### src/rtl/bomb_sched_if.sv
// Player request / bomb-map bus bundle between the player input logic,
// the bomb_sched controller (slave) and the map storage / player side (master).
interface bomb_sched_if;
  logic       req_a;
  logic [3:0] ax;
  logic [3:0] ay;
  logic       req_b;
  logic [3:0] bx;
  logic [3:0] by;
  logic       tick_req;
  logic       expl_a;
  logic       expl_b;
  logic [6:0] map_rd_addr;
  logic [1:0] map_rd_data;
  logic       map_wr_en;
  logic [6:0] map_wr_addr;
  logic [1:0] map_wr_data;
  logic       map_step;
  logic       ack_a;
  logic       ack_b;
  logic       nack_a;
  logic       nack_b;
  logic [2:0] cnt_a;
  logic [2:0] cnt_b;
  logic       busy;

  modport slave (
    input  req_a, ax, ay, req_b, bx, by, tick_req, expl_a, expl_b, map_rd_data,
    output map_rd_addr, map_wr_en, map_wr_addr, map_wr_data, map_step,
           ack_a, ack_b, nack_a, nack_b, cnt_a, cnt_b, busy
  );

  modport master (
    output req_a, ax, ay, req_b, bx, by, tick_req, expl_a, expl_b, map_rd_data,
    input  map_rd_addr, map_wr_en, map_wr_addr, map_wr_data, map_step,
           ack_a, ack_b, nack_a, nack_b, cnt_a, cnt_b, busy
  );
endinterface

### src/rtl/bomb_sched.sv
// Bomb placement scheduler: round-robin arbitration of two players, cell/limit check,
// bomb write and map-advance scheduling. Optional per-player cooldown: BOMB_SCHED_COOLDOWN_EN.
module bomb_sched #(
  parameter int MAX_BOMBS = 3
`ifdef BOMB_SCHED_COOLDOWN_EN
  ,
  parameter int COOLDOWN  = 8
`endif
) (
  input logic          clk,
  input logic          rst,
  bomb_sched_if.slave  bus
);

  typedef enum logic [2:0] {IDLE, STEP, RD, CHK, WR} state_t;

  localparam logic [2:0] MAX_C = 3'(MAX_BOMBS);

  state_t          state_q;
  logic            tick_pend_q;
  logic            ptr_q;        // 0: A favoured on a tie, 1: B favoured
  logic            own_q;        // 0: A, 1: B
  logic [6:0]      addr_q;
  logic [6:0]      rd_addr_q;
  logic [6:0]      wr_addr_q;
  logic            wr_en_q;
  logic [1:0]      wr_data_q;
  logic            step_q;
  logic [1:0]      ack_q;
  logic [1:0]      nack_q;
  logic            busy_q;
  logic [1:0][2:0] cnt_q;

  logic [1:0] req_v;
  logic [1:0] cool_blk;
  logic [1:0] elig;
  logic [1:0] cool_nack;
  logic [1:0] expl;
  logic [1:0] inc;
  logic       sel;
  logic [3:0] sel_x;
  logic [3:0] sel_y;
  logic       coord_ok;
  logic [6:0] sel_addr;
  logic       chk_ok;
  logic       accept;

  // A requester still showing its ack/nack is holding req from the finished transaction.
  assign req_v     = {bus.req_b, bus.req_a} & ~ack_q & ~nack_q;
  assign elig      = req_v & ~cool_blk;
  assign cool_nack = (state_q == IDLE) ? (req_v & cool_blk) : 2'b00;
  assign sel       = (elig == 2'b11) ? ptr_q : elig[1];
  assign sel_x     = sel ? bus.bx : bus.ax;
  assign sel_y     = sel ? bus.by : bus.ay;
  assign coord_ok  = (sel_x != 4'd0) && (sel_x <= 4'd8) && (sel_y != 4'd0) && (sel_y <= 4'd8);
  assign sel_addr  = {3'b000, sel_x} * 7'd10 + {3'b000, sel_y};
  assign chk_ok    = (bus.map_rd_data == 2'd0) && (cnt_q[own_q] != MAX_C);
  assign accept    = (state_q == CHK) && chk_ok;
  assign inc       = accept ? (own_q ? 2'b10 : 2'b01) : 2'b00;
  assign expl      = {bus.expl_b, bus.expl_a};

  always_ff @(posedge clk or posedge rst) begin
    if (rst) begin
      state_q     <= IDLE;
      tick_pend_q <= 1'b0;
      ptr_q       <= 1'b0;
      own_q       <= 1'b0;
      addr_q      <= '0;
      rd_addr_q   <= '0;
      wr_addr_q   <= '0;
      wr_en_q     <= 1'b0;
      wr_data_q   <= '0;
      step_q      <= 1'b0;
      ack_q       <= '0;
      nack_q      <= '0;
      busy_q      <= 1'b0;
    end else begin
      step_q    <= 1'b0;
      wr_en_q   <= 1'b0;
      wr_data_q <= '0;
      ack_q     <= '0;
      nack_q    <= cool_nack;

      // Repeated ticks collapse into the single pending flag; a new tick always wins.
      if (bus.tick_req) begin
        tick_pend_q <= 1'b1;
      end else if (state_q == IDLE && tick_pend_q) begin
        tick_pend_q <= 1'b0;
      end

      case (state_q)
        IDLE: begin
          busy_q <= 1'b0;
          if (tick_pend_q) begin
            step_q  <= 1'b1;
            busy_q  <= 1'b1;
            state_q <= STEP;
          end else if (|elig) begin
            ptr_q <= ~sel;
            if (coord_ok) begin
              own_q     <= sel;
              addr_q    <= sel_addr;
              rd_addr_q <= sel_addr;
              busy_q    <= 1'b1;
              state_q   <= RD;
            end else begin
              nack_q[sel] <= 1'b1;
            end
          end
        end
        STEP: begin
          busy_q  <= 1'b0;
          state_q <= IDLE;
        end
        RD: begin
          busy_q  <= 1'b1;
          state_q <= CHK;
        end
        CHK: begin
          if (chk_ok) begin
            wr_en_q       <= 1'b1;
            wr_addr_q     <= addr_q;
            wr_data_q     <= 2'd1;
            ack_q[own_q]  <= 1'b1;
            busy_q        <= 1'b1;
            state_q       <= WR;
          end else begin
            nack_q[own_q] <= 1'b1;
            busy_q        <= 1'b0;
            state_q       <= IDLE;
          end
        end
        WR: begin
          busy_q  <= 1'b0;
          state_q <= IDLE;
        end
        default: begin
          busy_q  <= 1'b0;
          state_q <= IDLE;
        end
      endcase
    end
  end

  // Live bomb counters: a placement and an explosion in the same cycle cancel out.
  always_ff @(posedge clk or posedge rst) begin
    if (rst) begin
      cnt_q <= '0;
    end else begin
      for (int p = 0; p < 2; p++) begin
        if (inc[p] && !expl[p]) begin
          cnt_q[p] <= cnt_q[p] + 3'd1;
        end else if (!inc[p] && expl[p] && cnt_q[p] != 3'd0) begin
          cnt_q[p] <= cnt_q[p] - 3'd1;
        end
      end
    end
  end

`ifdef BOMB_SCHED_COOLDOWN_EN
  localparam int CW = $clog2(COOLDOWN + 1);

  logic [1:0][CW-1:0] cool_q;

  always_ff @(posedge clk or posedge rst) begin
    if (rst) begin
      cool_q <= '0;
    end else begin
      for (int p = 0; p < 2; p++) begin
        if (inc[p]) begin
          cool_q[p] <= CW'(COOLDOWN);
        end else if (cool_q[p] != '0) begin
          cool_q[p] <= cool_q[p] - 1'b1;
        end
      end
    end
  end

  always_comb begin
    cool_blk = 2'b00;
    for (int p = 0; p < 2; p++) begin
      cool_blk[p] = (cool_q[p] != '0);
    end
  end
`else
  assign cool_blk = 2'b00;
`endif

  assign bus.map_rd_addr = rd_addr_q;
  assign bus.map_wr_en   = wr_en_q;
  assign bus.map_wr_addr = wr_addr_q;
  assign bus.map_wr_data = wr_data_q;
  assign bus.map_step    = step_q;
  assign bus.ack_a       = ack_q[0];
  assign bus.ack_b       = ack_q[1];
  assign bus.nack_a      = nack_q[0];
  assign bus.nack_b      = nack_q[1];
  assign bus.cnt_a       = cnt_q[0];
  assign bus.cnt_b       = cnt_q[1];
  assign bus.busy        = busy_q;

endmodule

### src/flat_wrapper.sv
// flat-port wrapper written by rule: the top's interface ports become plain ports
module bomb_sched_flat 
#(
  parameter int MAX_BOMBS = 3

)
  (clk, rst, bus_req_a, bus_ax, bus_ay, bus_req_b, bus_bx, bus_by, bus_tick_req, bus_expl_a, bus_expl_b, bus_map_rd_data, bus_map_rd_addr, bus_map_wr_en, bus_map_wr_addr, bus_map_wr_data, bus_map_step, bus_ack_a, bus_ack_b, bus_nack_a, bus_nack_b, bus_cnt_a, bus_cnt_b, bus_busy);
  bomb_sched_if bus_i ();
  input logic clk;
  input logic rst;
  input wire logic [$bits(bus_i.req_a)-1:0] bus_req_a;
  input wire logic [$bits(bus_i.ax)-1:0] bus_ax;
  input wire logic [$bits(bus_i.ay)-1:0] bus_ay;
  input wire logic [$bits(bus_i.req_b)-1:0] bus_req_b;
  input wire logic [$bits(bus_i.bx)-1:0] bus_bx;
  input wire logic [$bits(bus_i.by)-1:0] bus_by;
  input wire logic [$bits(bus_i.tick_req)-1:0] bus_tick_req;
  input wire logic [$bits(bus_i.expl_a)-1:0] bus_expl_a;
  input wire logic [$bits(bus_i.expl_b)-1:0] bus_expl_b;
  input wire logic [$bits(bus_i.map_rd_data)-1:0] bus_map_rd_data;
  output wire logic [$bits(bus_i.map_rd_addr)-1:0] bus_map_rd_addr;
  output wire logic [$bits(bus_i.map_wr_en)-1:0] bus_map_wr_en;
  output wire logic [$bits(bus_i.map_wr_addr)-1:0] bus_map_wr_addr;
  output wire logic [$bits(bus_i.map_wr_data)-1:0] bus_map_wr_data;
  output wire logic [$bits(bus_i.map_step)-1:0] bus_map_step;
  output wire logic [$bits(bus_i.ack_a)-1:0] bus_ack_a;
  output wire logic [$bits(bus_i.ack_b)-1:0] bus_ack_b;
  output wire logic [$bits(bus_i.nack_a)-1:0] bus_nack_a;
  output wire logic [$bits(bus_i.nack_b)-1:0] bus_nack_b;
  output wire logic [$bits(bus_i.cnt_a)-1:0] bus_cnt_a;
  output wire logic [$bits(bus_i.cnt_b)-1:0] bus_cnt_b;
  output wire logic [$bits(bus_i.busy)-1:0] bus_busy;
  assign bus_i.req_a = bus_req_a;
  assign bus_i.ax = bus_ax;
  assign bus_i.ay = bus_ay;
  assign bus_i.req_b = bus_req_b;
  assign bus_i.bx = bus_bx;
  assign bus_i.by = bus_by;
  assign bus_i.tick_req = bus_tick_req;
  assign bus_i.expl_a = bus_expl_a;
  assign bus_i.expl_b = bus_expl_b;
  assign bus_i.map_rd_data = bus_map_rd_data;
  assign bus_map_rd_addr = bus_i.map_rd_addr;
  assign bus_map_wr_en = bus_i.map_wr_en;
  assign bus_map_wr_addr = bus_i.map_wr_addr;
  assign bus_map_wr_data = bus_i.map_wr_data;
  assign bus_map_step = bus_i.map_step;
  assign bus_ack_a = bus_i.ack_a;
  assign bus_ack_b = bus_i.ack_b;
  assign bus_nack_a = bus_i.nack_a;
  assign bus_nack_b = bus_i.nack_b;
  assign bus_cnt_a = bus_i.cnt_a;
  assign bus_cnt_b = bus_i.cnt_b;
  assign bus_busy = bus_i.busy;
  bomb_sched #(.MAX_BOMBS(MAX_BOMBS)) u_core (.clk(clk), .rst(rst), .bus(bus_i));
endmodule
### config.mk
export PLATFORM = sky130hd
export DESIGN_NAME = bomb_sched_flat
export DESIGN_NICKNAME = d
export VERILOG_FILES = /design/src/rtl/bomb_sched_if.sv /design/src/rtl/bomb_sched.sv /design/src/flat_wrapper.sv
export SDC_FILE = /design/constraint.sdc
export NUM_CORES = 1
export LEC_CHECK = 0
export ABC_AREA = 1
export BUFFER_PORTS_ARGS = -buffer_cell sky130_fd_sc_hd__buf_2
export CAP_MARGIN = 10
export CORE_MARGIN = 4
export CORE_UTILIZATION = 45
export CTS_BUF_LIST = sky130_fd_sc_hd__clkbuf_2
export DETAILED_ROUTE_END_ITERATION = 8
export PLACE_DENSITY_LB_ADDON = 0.3
export SLEW_MARGIN = 20
export SYNTH_ARGS = -nofsm -noshare
export SYNTH_HDL_FRONTEND = slang
export SYNTH_SLANG_ARGS = --single-unit
### constraint.sdc
create_clock -name clk -period 3.1 [get_ports clk]
set_clock_uncertainty 0.2 [all_clocks]
set_input_delay 0.155 -clock clk [delete_from_list [all_inputs] [get_ports clk]]
set_output_delay 0.155 -clock clk [all_outputs]
set_load 0.005 [all_outputs]
==> flow_summary.ini <==
[routing]
detailedRoute.firstPassIterationCount = 4
vias = 1855
drt-vias-per-instance = 4.66
dr.first_iter.drc_count = 61
route.antenna.remaining_nets = 0
drcViolationCount = 0
drt_wl_cell_um = 10.9
detail_route.wirelength_mm = 4.33

[setup_path]
critPathLaunchType = flip-flop
critPathTopFamily = simple AND/OR/NAND/NOR gates
critical_path.max_fanout = 14
cp_num_buf_inv = 1
arrival_ns = 2.99
timing.critical_path.slowest_cell_delay_ns = 0.52
setup.worst_path.class = reg -> reg
critical_path.slowest_cell = sky130_fd_sc_hd__fa_1
timing.critical_path.cells = nor2_4, nand3_2, nand2_4, nand2_1, nand2_1, inv_1, a21oi_1, nor2_1, ha_1, fa_1, nand2_1, xor2_1, nand3_1, nand2_1
critPathRequiredTime_ns = 3.18
timing.critical_path.mode_cell = sky130_fd_sc_hd__nand2_1
critPathCaptureType = flip-flop

[clocking]
insertion_delay_ns = 0.37
cts_inserted_buffers = 5
clock_sink_count = 33
clock-root-buffer = sky130_fd_sc_hd__clkbuf_2
cts_max_path_buffers = 2
path_clk_slew_ns = 0.18
cts_max_level = 2
cts_tree = yes

[logic_synthesis]
syn-cell-area_um2 = 2080
synth_seq_cells = 33
synthMuxAreaShare_pct = 0
avgSynthCellArea_um2 = 7.51
postSynthCellCount = 277
synth_warnings = 0
post_synth_xor_xnor_area_pct = 2.53
yosysSeqAreaShare_pct = 39.7
synth_adder_area_share_pct = 6.86
post_synth_num_cell_types = 30
synthSimpleGateAreaFrac_pct = 37.8
mappedNetlistNets = 311
fraction_of_the_mapped_netlist_area_in_compound_gates_pct = 2.59
main_combinational_cell_family_by_area_after_synthesis = simple AND/OR/NAND/NOR gates

[finish]
num_antenna_cells = 0
final_core_util_pct = 57.1
area.growth.synth_to_final_pct = 21.1
drive_gt1_share_pct = 23.4
finish.net_count = 379
layout.cells.most_common = sky130_fd_sc_hd__nand2_1
non_filler_instances = 398
post-route-cell-area_um2 = 2520
layout_common_cells = 99 x sky130_fd_sc_hd__nand2_1, 52 x sky130_fd_sc_hd__buf_2, 43 x sky130_fd_sc_hd__inv_1

[timing]
setup_tns_ns = 0
worst_slew_pin_slew_ns = 0.608
timing.fmax_ghz = 0.344
report.final.setup_viol = 0
maxSlewViolCount = 0
fin_worst_hold_slack_ns = 0.102
slew-limit-headroom_pct = 59.4
final_min_period_over_clock_period_pct = 93.9
finalHoldViolCount = 0
layout_min_cycle_time_ns = 2.91
grt_setup_unrepaired = no
timing.final.ws_setup_ns = 0.190

[die]
die-area_um2 = 5780
num_rows = 24
starting_utilization_of_the_core_area_pct = 47.1
floorplan.io_pins = 54
core_um2 = 4410
floorplan.die.width_um = 76
die_height_um = 76

[global_route]
grt_overflow = 0
antenna_found_initial = 0
largest_net_degree_at_the_start_of_global_routing = 18
groute.usage.overall_pct = 15.5
vias_in_the_first_global_route = 1751
grt_pass1_wl_mm = 7.45

[placement]
buffer_ports.inserted = 52
place_hpwl_mm = 3.54
dpl_worst_slack_ns = 0.179
post_place_cells = 378
gp_congestion = 0.884
placement.cell_area_um2 = 2370

[run]
cap_viol_max_count = 0

[pwr]
p_leak_nw = 1.53
total_power_mw = 1.92
power_per_cell_area_nw_per_um2 = 764
max_vdd_drop_mv = 0.397

[min_path]
hold_path.class = in -> reg

[status]
run_status = completed
synth_stat cells, drive strengths merged:
cell type,instances,area share [%]
a21oi,4,0.96
a31oi,1,0.30
and2,1,0.30
buf,3,1.3
clkbuf,2,1.3
conb,1,0.18
dfrtp,33,40
fa,4,3.8
ha,5,3.0
inv,43,7.8
nand2,106,20
nand3,28,7.0
nand3b,4,1.4
nand4,4,1.5
nor2,24,5.8
nor3,2,1.0
nor4,1,0.30
o21ai,4,0.96
o21bai,1,0.36
xnor2,1,0.42
xor2,5,2.1
worst reg2reg max path: cells and delay by family (launching register included):
| family | cells | cell delay [ns] |
|---|---|---|
| and+or+nand+nor | 9 | 1.07 |
| adders and majority gates | 2 | 0.73 |
| buffers and inverters | 1 | 0.11 |
| xor gates and xnor gates | 1 | 0.15 |
| DFF | 1 | 0.44 |
| AOI/OAI and AO/OA | 1 | 0.13 |
sequential cells by signal (all words and copies together), names as in the netlist, 2 cells and up:
name and flops:
u_core.addr_q 7, u_core.bus.map_wr_addr 7, u_core.bus.cnt_a 3, u_core.bus.cnt_b 3, u_core.state_q 3, u_core.ack_q 2
u_core.nack_q 2
worst paths after layout:
path / from / to / slack [ns] / cells after the start
min in group asynchronous: rst / u_core.addr_q[0]$_DFFE_PP0P_ / 0.16 / 3
worst min register to register: u_core.bus.map_wr_addr[3]$_DFFE_PP0P_ / u_core.bus.map_wr_addr[3]$_DFFE_PP0P_ / 0.29 / 2
worst max register to register: u_core.nack_q[0]$_DFF_PP0_ / u_core.addr_q[6]$_DFFE_PP0P_ / 0.19 / 14
worst max-delay path: u_core.nack_q[0]$_DFF_PP0_ / u_core.addr_q[6]$_DFFE_PP0P_ / 0.19 / 14
worst min-delay path: bus_ay[1] / u_core.addr_q[1]$_DFFE_PP0P_ / 0.10 / 6
max in group asynchronous: rst / u_core.bus.cnt_b[0]$_DFFE_PP0P_ / 1.88 / 4
what timing repair did:
item                                    in CTS  in global routing
endpoints found under the setup margin       0                  1
setup buffers                                0                  4
endpoints found under the hold margin       24                  0
resized for setup                            0                  0
hold buffers                                 8                  0
cell type report:
class	instances	area, um2
fillers	429	1890
clock buffers	5	25.0
inverters	43	161
multi-input cells	196	1040
well taps	52	65.1
repair buffers	66	385
flip-flops and latches	33	826
clock inverters	3	17.5
cells by family after synthesis:
logic type	after synthesis
AOI/OAI and AO/OA	10
adders and majority gates	9
xor gates and xnor gates	6
DFF	33
other	1
and+or+nand+nor	170
buffers and inverters	48
where the power goes:
part | switching, mW | internal, mW
combinational | 0.572 | 0.420
sequential | 0.130 | 0.601
clock | 0.149 | 0.0526
total | 0.851 | 1.07
routing by layer:
metal	routed length [um]	vias up	GRT usage, %
met5	0	-	0
met4	39	0	4.80
met3	263	6	4.85
met2	2210	43	26.9
met1	1820	816	18.0
li1	-	990	-
Note: power is estimated with default switching activity, not from simulation.
